--- config.mk ---
export PLATFORM = sky130hd
export DESIGN_NAME = vga_timing_param
export DESIGN_NICKNAME = d
export VERILOG_FILES = /design/src/rtl/vga_pkg.sv /design/src/rtl/vga_axis_counter.sv /design/src/rtl/vga_timing_param.sv
export SDC_FILE = /design/constraint.sdc
export NUM_CORES = 1
export LEC_CHECK = 0
export BUFFER_PORTS_ARGS = -buffer_cell sky130_fd_sc_hd__buf_2
export CORE_UTILIZATION = 40
export DETAILED_ROUTE_END_ITERATION = 16
export HOLD_SLACK_MARGIN = 0.05
export PLACE_DENSITY = 0.65
export SYNTH_ARGS = -nofsm -noshare
export SYNTH_HDL_FRONTEND = slang
export SYNTH_HIERARCHICAL = 1
export SYNTH_SLANG_ARGS = --single-unit
--- constraint.sdc ---
create_clock -name pclk -period 3.9 [get_ports pclk]
set_input_delay 0.585 -clock pclk [delete_from_list [all_inputs] [get_ports pclk]]
set_output_delay 0.585 -clock pclk [all_outputs]
set_load 0.01 [all_outputs]
--- src/rtl/vga_pkg.sv ---
// Shared VGA timing types and default 800x600@60 mode constants.
// Imported by vga_axis_counter and vga_timing_param.
package vga_pkg;

   localparam int HOR_ACTIVE = 800;
   localparam int HOR_FP     = 40;
   localparam int HOR_SYNC   = 128;
   localparam int HOR_BP     = 88;

   localparam int VER_ACTIVE = 600;
   localparam int VER_FP     = 1;
   localparam int VER_SYNC   = 4;
   localparam int VER_BP     = 23;

   typedef logic [10:0] vga_cnt_t;

   typedef struct packed {
      int active;
      int fp;
      int sync;
      int bp;
   } vga_mode_t;

   function automatic int mode_total(vga_mode_t m);
      return m.active + m.fp + m.sync + m.bp;
   endfunction

endpackage

--- src/rtl/vga_axis_counter.sv ---
// One timing axis: position counter with registered blank/sync decode.
// Ports: clk, rst (sync, active-high), step -> count, blnk, sync, wrap.
module vga_axis_counter
   import vga_pkg::*;
#(
   parameter int ACTIVE = HOR_ACTIVE,
   parameter int FP     = HOR_FP,
   parameter int SYNC   = HOR_SYNC,
   parameter int BP     = HOR_BP,
   parameter int POL    = 1,
   parameter int CW     = 11
) (
   input  logic          clk,
   input  logic          rst,
   input  logic          step,
   output logic [CW-1:0] count,
   output logic          blnk,
   output logic          sync,
   output logic          wrap
);

   localparam int TOTAL = ACTIVE + FP + SYNC + BP;

   localparam logic [CW-1:0] LAST_C = CW'(TOTAL - 1);
   localparam logic [CW-1:0] ACT_C  = CW'(ACTIVE);
   localparam logic [CW-1:0] SS_C   = CW'(ACTIVE + FP);
   localparam logic [CW-1:0] SE_C   = CW'(ACTIVE + FP + SYNC);
   localparam logic          ACT_LV = (POL != 0);

   logic [CW-1:0] count_q, count_d;
   logic          blnk_q, blnk_d;
   logic          sync_q, sync_d;

   // wrap looks at the current count so the other axis can step in
   // the same edge this one returns to zero.
   assign wrap = (count_q == LAST_C);

   // Decode from the next count so blank/sync line up with count.
   always_comb begin
      count_d = count_q;
      if (step) begin
         count_d = wrap ? '0 : count_q + 1'b1;
      end
      blnk_d = (count_d >= ACT_C);
      sync_d = ((count_d >= SS_C) && (count_d < SE_C)) ? ACT_LV : ~ACT_LV;
   end

   always_ff @(posedge clk) begin
      if (rst) begin
         count_q <= '0;
         blnk_q  <= 1'b0;
         sync_q  <= ~ACT_LV;
      end else begin
         count_q <= count_d;
         blnk_q  <= blnk_d;
         sync_q  <= sync_d;
      end
   end

   assign count = count_q;
   assign blnk  = blnk_q;
   assign sync  = sync_q;

endmodule

--- src/rtl/vga_timing_param.sv ---
// Parametrised VGA timing: hcount/vcount, sync, blank, frame_start.
// Ports: pclk, rst, en -> hcount, vcount, hsync, vsync, hblnk, vblnk,
// frame_start; frame_cnt[15:0] when VGA_TIMING_FRAME_CNT_EN is defined.
module vga_timing_param
   import vga_pkg::*;
#(
   parameter int H_ACTIVE = HOR_ACTIVE,
   parameter int H_FP     = HOR_FP,
   parameter int H_SYNC   = HOR_SYNC,
   parameter int H_BP     = HOR_BP,
   parameter int V_ACTIVE = VER_ACTIVE,
   parameter int V_FP     = VER_FP,
   parameter int V_SYNC   = VER_SYNC,
   parameter int V_BP     = VER_BP,
   parameter int HS_POL   = 1,
   parameter int VS_POL   = 1,
   parameter int CW       = 11
) (
   input  logic          pclk,
   input  logic          rst,
   input  logic          en,
   output logic [CW-1:0] hcount,
   output logic [CW-1:0] vcount,
   output logic          hsync,
   output logic          vsync,
   output logic          hblnk,
   output logic          vblnk,
   output logic          frame_start
`ifdef VGA_TIMING_FRAME_CNT_EN
   ,
   output logic [15:0]   frame_cnt
`endif
);

   localparam vga_mode_t H_MODE = '{H_ACTIVE, H_FP, H_SYNC, H_BP};
   localparam vga_mode_t V_MODE = '{V_ACTIVE, V_FP, V_SYNC, V_BP};
   localparam int H_TOTAL = mode_total(H_MODE);
   localparam int V_TOTAL = mode_total(V_MODE);

   if (H_FP == 0 || H_SYNC == 0 || H_BP == 0 ||
       V_FP == 0 || V_SYNC == 0 || V_BP == 0) begin : g_bad_porch
      $error("vga_timing_param: porch/sync parameter is zero");
   end

   if ((64'd1 << CW) < 64'(H_TOTAL) ||
       (64'd1 << CW) < 64'(V_TOTAL)) begin : g_bad_cw
      $error("vga_timing_param: CW too small for mode");
   end

   logic h_wrap;
   logic v_wrap;
   logic v_step;

   assign v_step = en && h_wrap;

   vga_axis_counter #(
      .ACTIVE (H_MODE.active),
      .FP     (H_MODE.fp),
      .SYNC   (H_MODE.sync),
      .BP     (H_MODE.bp),
      .POL    (HS_POL),
      .CW     (CW)
   ) u_h (
      .clk   (pclk),
      .rst   (rst),
      .step  (en),
      .count (hcount),
      .blnk  (hblnk),
      .sync  (hsync),
      .wrap  (h_wrap)
   );

   vga_axis_counter #(
      .ACTIVE (V_MODE.active),
      .FP     (V_MODE.fp),
      .SYNC   (V_MODE.sync),
      .BP     (V_MODE.bp),
      .POL    (VS_POL),
      .CW     (CW)
   ) u_v (
      .clk   (pclk),
      .rst   (rst),
      .step  (v_step),
      .count (vcount),
      .blnk  (vblnk),
      .sync  (vsync),
      .wrap  (v_wrap)
   );

   logic frame_start_q, frame_start_d;
   logic frame_wrap;

   // Both axes at their last position: this edge lands on (0,0).
   assign frame_wrap = h_wrap && v_wrap;

   // Holds while disabled so the strobe spans exactly one enabled cycle.
   always_comb begin
      frame_start_d = frame_start_q;
      if (en) begin
         frame_start_d = frame_wrap;
      end
   end

   always_ff @(posedge pclk) begin
      if (rst) begin
         frame_start_q <= 1'b0;
      end else begin
         frame_start_q <= frame_start_d;
      end
   end

   assign frame_start = frame_start_q;

`ifdef VGA_TIMING_FRAME_CNT_EN
   logic [15:0] frame_cnt_q, frame_cnt_d;

   always_comb begin
      frame_cnt_d = frame_cnt_q;
      if (en && frame_wrap) begin
         frame_cnt_d = frame_cnt_q + 16'd1;
      end
   end

   always_ff @(posedge pclk) begin
      if (rst) begin
         frame_cnt_q <= '0;
      end else begin
         frame_cnt_q <= frame_cnt_d;
      end
   end

   assign frame_cnt = frame_cnt_q;
`endif

endmodule

==> flow_summary.json, run 1 <==
{
  "cp.required_ns": 4.09,
  "netSwitchingFraction_pct": 23.22,
  "rsz0062_at_grt": "false",
  "final_hold_viol_count": 0,
  "powerDensity_nw_per_um2": 270.0,
  "synth-seq-area-share_pct": 35.56,
  "ioPinCount": 30,
  "r2r_end": "u_v/sync$_SDFF_PP0_",
  "viasPerCell": 5.351,
  "cts_buffers": 3,
  "gp_congestion": 0.8572,
  "clk_pin_slew_ns": 0.10,
  "core_um2": 3661,
  "worst_pin_slew_ns": 0.6420,
  "avgSynthCellArea_um2": 8.687,
  "numPortBuffers": 29,
  "synth_cell_types": 47,
  "max_slew_margin_pct": 56.66,
  "cp.arrival_ns": 3.11,
  "n_antenna_cell": 0,
  "holdPathEnd": "frame_start$_SDFFE_PP0P_",
  "wirelength_mm": 3.203,
  "die_w_um": 63.65,
  "cts_tree": "built",
  "layout_commonest_cell": "buf_2",
  "syn_area_um2": 1520,
  "pwr-share-clk_pct": 35.4,
  "tns_ns": 0,
  "cts_setup_buffers": 0,
  "synth_seq_cells": 27,
  "fin_crit_sh_pct": 74.80,
  "pwr-share-comb_pct": 4.1,
  "antenna_found_initial": 0,
  "yosysTopAreaCellShare_pct": 35.56,
  "grt_max_degree": 18,
  "maxCapViolations": 0,
  "cts.path.max_buffers": 2,
  "final_nets": 206,
  "met2WireLength_mm": 1.506,
  "wl_met1_mm": 1.464,
  "die_y_um": 63.65,
  "p_seq_share_pct": 60.5,
  "clock_sinks": 27,
  "synth_cells": 175,
  "synth_nets": 180,
  "peakVddDrop_mv": 0.3125,
  "holdPathStages": 2,
  "period_minus_slack_ns": 2.917,
  "synth_area_leaders": "dfxtp_1 36%, nor2_1 6.9%, xnor2_1 6.9%",
  "grt_pass1_wl_mm": 5.292,
  "setup_viol": 0,
  "antenna_left": 0,
  "drt_pass1_iterations": 4,
  "highest_layer": "met4",
  "endpoint_kind": "flop",
  "cts-hold-fix-buffers": 0,
  "drive_gt1_share_pct": 25.00,
  "rrSetupSlack_ns": 0.98,
  "reg2reg_depth": 9,
  "post_dp_cell_area_um2": 1675,
  "status": "finished clean",
  "die_area_um2": 4051,
  "max_freq_mhz": 342.8,
  "fin_skew_ns": 0.005529,
  "wl_per_cell_um": 12.92,
  "yosysTopAreaCell": "dfxtp_1",
  "yosys_warnings": 6,
  "start_kind": "flop",
  "grt_pass1_vias": 1134,
  "h-tree-depth": 1,
  "switchingPower_w": 0.0001081,
  "final_cell_mix": "29 x buf_2, 28 x nor2_1, 27 x dfxtp_1",
  "clk_latency_ns": 0.27,
  "cellLeakagePower_nw": 0.6228,
  "hold_start": "frame_start$_SDFFE_PP0P_",
  "worst-setup-path-type": "flop to flop",
  "areaGrowthSynthToFinish_pct": 13.42,
  "cell_internal_pwr_w": 0.0003574,
  "floorplan.initialDensity_pct": 41.52,
  "drv_slew": 0,
  "cts_resized": 0,
  "reg2reg_from": "u_h/count[0]$_SDFF_PP0_",
  "drt_iter0_drc": 115,
  "rows": 22,
  "dpl.hpwl_mm": 2.361,
  "dr_wl_met3_um": 185,
  "hp-class": "flop to flop",
  "stdcell_area_um2": 1724,
  "track_usage_pct": 16.43,
  "cts_root_buffer": "clkbuf_8",
  "num_vias": 1327,
  "drcViolationCount": 0,
  "path_max_fanout": 12,
  "grt-ovfl-total": 0
}
critical path, stage by stage (launching register included):
cell and delay (ns):
dfxtp_1 0.46, ha_1 0.32, nand4_1 0.28, nor4_4 0.34, and2_2 0.34, nand4_2 0.20, nor4_1 0.34, xnor2_1 0.23
nand3_1 0.13, nor4_1 0.18
layer usage:
| layer | up-vias | GRT usage, % |
|---|---|---|
| met2 | 36 | 27.39 |
| met5 | - | 0 |
| met4 | 0 | 4.545 |
| met3 | 6 | 5.254 |
| li1 | 681 | - |
| met1 | 604 | 20.04 |
registers in the layout (all words and copies together), names as in the netlist:
register and cells:
u_h/count 11, frame_start 1, u_h/blnk 1, u_v/blnk 1
u_v/count 11, u_v/sync 1, u_h/sync 1
synthesized netlist by cell type (all sizes together):
cell            n
xor2            7
nor2           29
and3            1
a211oi          3
a41oi           1
and2            2
nand2b          3
a31oi           3
nand4b          2
o21ai           3
nor4b           1
inv             2
nor3            5
clkdlybuf4s25   1
nor4            6
nand2          10
buf             5
or4b            1
dfxtp          27
nand3b          3
nand4           7
a21oi           7
nor3b           3
or3b            1
mux2i           3
a32o            1
o21a            1
o22a            1
clkbuf          2
xnor2          12
nor2b           1
and4            1
or2             1
o211ai          2
ha              2
nand3          11
o311ai          1
a21o            2
or3             1
power groups by stage:
| stage | Combinational, W | Clock [W] | Sequential (W) |
|---|---|---|---|
| global placement | 0.0000192 | 0 | 0.000288 |
| finish | 0.0000189 | 0.000165 | 0.000282 |
| global route | 0.0000209 | 0.000184 | 0.000282 |
| CTS | 0.0000191 | 0.000170 | 0.000282 |
| detailed placement | 0.0000191 | 0 | 0.000288 |
| floorplan | 0.0000125 | 0 | 0.000288 |
through the flow:
stage | hold WS [ns] | cells | util [%] | setup WS, ns | total power [W]
after global placement | 0.4710 | 244 | 45.76 | 1.133 | 0.0003067
final | 0.4863 | 248 | 47.10 | 0.9828 | 0.0004656
after CTS | 0.4932 | 248 | 47.10 | 0.9711 | 0.0004712
after global routing | 0.4978 | 248 | 47.10 | 0.7055 | 0.0004872
after floorplan | 0.4928 | 175 | - | 1.401 | 0.0003010
after detailed placement | 0.4789 | 244 | 45.76 | 0.9902 | 0.0003071
logic make-up after synthesis:
family	Yosys count	share of synthesized area, %
adder cells (fa/ha/maj)	2	1.646
buffers and inverters	10	3.786
XOR/XNOR	19	10.95
multiplexers	3	1.975
flip-flops	27	35.56
AO/OA/AOI/OAI	25	12.02
AND/OR/NAND/NOR	89	34.07
layout make-up:
class | instances | area, µm²
clock buffer | 3 | 41.29
inverter | 2 | 7.507
fill | 365 | 1937
multi-input combinational | 138 | 922.1
tap | 48 | 60.06
clock inverter | 1 | 7.507
timing repair buffer | 29 | 145.1
sequential | 27 | 540.5
worst max-delay path by stage:
stage                           to               startpoint  slack (ns)
2_1_floorplan  u_v/blnk$_SDFF_PP0_  u_h/count[0]$_SDFF_PP0_        1.40
3_3_place_gp   u_v/sync$_SDFF_PP0_  u_h/count[0]$_SDFF_PP0_        1.13
3_5_place_dp   u_v/sync$_SDFF_PP0_  u_h/count[0]$_SDFF_PP0_        0.99
4_1_cts        u_v/sync$_SDFF_PP0_  u_h/count[0]$_SDFF_PP0_        0.97
5_1_grt        u_v/sync$_SDFF_PP0_  u_h/count[0]$_SDFF_PP0_        0.71
6_report       u_v/sync$_SDFF_PP0_  u_h/count[0]$_SDFF_PP0_        0.98
Power figures use the tool's default switching activity.
==> run 2: changes to the inputs <==
--- a/config.mk
+++ b/config.mk
@@ -9,7 +9,7 @@
 export CORE_UTILIZATION = 40
 export DETAILED_ROUTE_END_ITERATION = 16
 export HOLD_SLACK_MARGIN = 0.05
-export PLACE_DENSITY = 0.65
+export PLACE_DENSITY = 0.67
 export SYNTH_ARGS = -nofsm -noshare
 export SYNTH_HDL_FRONTEND = slang
 export SYNTH_HIERARCHICAL = 1
==> constraint.sdc (replaced) <==
create_clock -name pclk -period 2.4 [get_ports pclk]
set_input_delay 0.36 -clock pclk [delete_from_list [all_inputs] [get_ports pclk]]
set_output_delay 0.36 -clock pclk [all_outputs]
set_load 0.01 [all_outputs]
==> flow_summary.json, run 2 (synthesis gave the netlist of run 1 again) <==
{
  "clk_pin_slew_ns": 0.09,
  "fin_ws_ns": 0.1019,
  "fill_cells": 339,
  "die_y_um": 63.65,
  "final_nets": 221,
  "path_common_cell": "nor4_4",
  "path_max_fanout": 5,
  "gr-usage-met2_pct": 31.65,
  "max_slew_margin_pct": 62.48,
  "grt_pass1_wl_mm": 5.616,
  "grt_max_degree": 18,
  "endpoint_kind": "flop",
  "cp.arrival_ns": 2.50,
  "powerDensity_nw_per_um2": 389.0,
  "drt_pass1_iterations": 4,
  "fin_skew_ns": 0.002717,
  "cts_buffers": 3,
  "drcViolationCount": 0,
  "viasPerCell": 5.369,
  "drt_iter0_drc": 92,
  "slowest_delay_ns": 0.56,
  "rows": 22,
  "num_vias": 1412,
  "final_hold_viol_count": 0,
  "cts_setup_buffers": 0,
  "worst_pin_slew_ns": 0.5558,
  "peakVddDrop_mv": 0.2582,
  "worst-setup-path-type": "flop to flop",
  "dpl.cell_count": 259,
  "wirelength_mm": 3.313,
  "grt_busiest_layer": "met2",
  "ioPinCount": 30,
  "die_w_um": 63.65,
  "floorplan.initialDensity_pct": 41.52,
  "wl_per_cell_um": 12.60,
  "die_area_um2": 4051,
  "cts-hold-fix-buffers": 0,
  "core_um2": 3661,
  "cp.required_ns": 2.60,
  "tns_ns": 0,
  "grt-ovfl-total": 0,
  "cpMaxStageDelayCell": "or4b_4",
  "cts_root_buffer": "clkbuf_8",
  "areaGrowthSynthToFinish_pct": 26.34,
  "grt_pass1_vias": 1280,
  "track_usage_pct": 17.32,
  "drv_slew": 0,
  "dpl.hpwl_mm": 2.461,
  "numPortBuffers": 29,
  "maxCapViolations": 0,
  "fin_hold_ws_ns": 0.4665,
  "setup_viol": 0,
  "hp-class": "input port to flop",
  "cts.path.max_buffers": 2,
  "final_cells": 263,
  "cellLeakagePower_nw": 0.7298,
  "n_antenna_cell": 0,
  "layout_commonest_cell": "buf_2",
  "place_ws_ns": 0.08500,
  "cts_tree": "built",
  "max_freq_mhz": 435.1,
  "met1_usage_pct": 20.11,
  "gp_congestion": 0.8261,
  "crit_chain": "or4b_4, nor4_4, and2_4, nand4_4, nor4_4, xnor2_2, o22a_1, a41oi_2",
  "status": "finished clean",
  "antenna_found_initial": 0,
  "final_cell_mix": "29 x buf_2, 28 x nor2_1, 24 x dfxtp_1",
  "grt_use_met3_pct": 4.167,
  "period_minus_slack_ns": 2.298,
  "clk_latency_ns": 0.27,
  "cts_resized": 0,
  "post_dp_cell_area_um2": 1805,
  "h-tree-depth": 1,
  "stdcell_area_um2": 1921,
  "fin_crit_sh_pct": 95.76,
  "start_kind": "flop",
  "drive_gt1_share_pct": 35.81,
  "clock_sinks": 27,
  "rsz0062_at_grt": "true",
  "antenna_left": 0
}
-- run 2: cell count changes in the layout (fill, tap and decap cells not counted), sizes merged --
cell / previous run / this run
buf: 29 / 44
clkbuf: 3 / 4
clkinvlp: 1 / 0
-- run 2: area by class of cell --
type                    instances  area (µm²)  area share (%)
repair buffers                 44       261.5           13.62
flip-flops and latches         27       544.3           28.34
multi-input cells             138        1002           52.18
inverters                       2       7.507          0.3909
clock buffers                   4       45.04           2.345
well taps                      48       60.06           3.127
-- run 2: per-layer routing --
| layer | wire [µm] | vias up | share of wire, % |
|---|---|---|---|
| met1 | 1470 | 669 | 44 |
| met2 | 1673 | 34 | 50 |
| li1 | - | 707 | - |
| met5 | 0 | - | 0 |
| met3 | 152 | 2 | 4.6 |
| met4 | 18 | 0 | 0.54 |
-- run 2: path summary, 6_finish.rpt --
kind / from / end / slack, ns / cells past startpoint
setup / recovery: u_h/count[5]$_SDFF_PP0_ / u_v/blnk$_SDFF_PP0_ / 0.10 / 8
hold / removal: rst / u_v/count[2]$_SDFF_PP0_ / 0.47 / 2
setup reg to reg: u_h/count[5]$_SDFF_PP0_ / u_v/blnk$_SDFF_PP0_ / 0.10 / 8
hold reg to reg: frame_start$_SDFFE_PP0P_ / frame_start$_SDFFE_PP0P_ / 0.48 / 2
-- run 2: worst max-delay path: cells and delay by family, from the launching register on --
| kind | cells | cell delay, ns |
|---|---|---|
| and+or+nand+nor | 5 | 1.40 |
| AOI/OAI and AO/OA | 2 | 0.36 |
| DFF | 1 | 0.33 |
| xor gates and xnor gates | 1 | 0.14 |
-- run 2: through the flow --
stage	power, W	util [%]
after floorplan	0.0004902	-
after global placement	0.0005057	49.32
after detailed placement	0.0005061	49.32
after CTS	0.0007635	50.55
after global routing	0.0007825	52.46
final	0.0007471	52.46
-- run 2: report_power, final --
part           leakage (nW)  total [W]  internal [W]  switching, W
Sequential            0.219   0.000454      0.000452    0.00000209
Clock                0.0228   0.000252      0.000119      0.000133
Combinational         0.488  0.0000413     0.0000167     0.0000246
Total                 0.730   0.000747      0.000587      0.000160
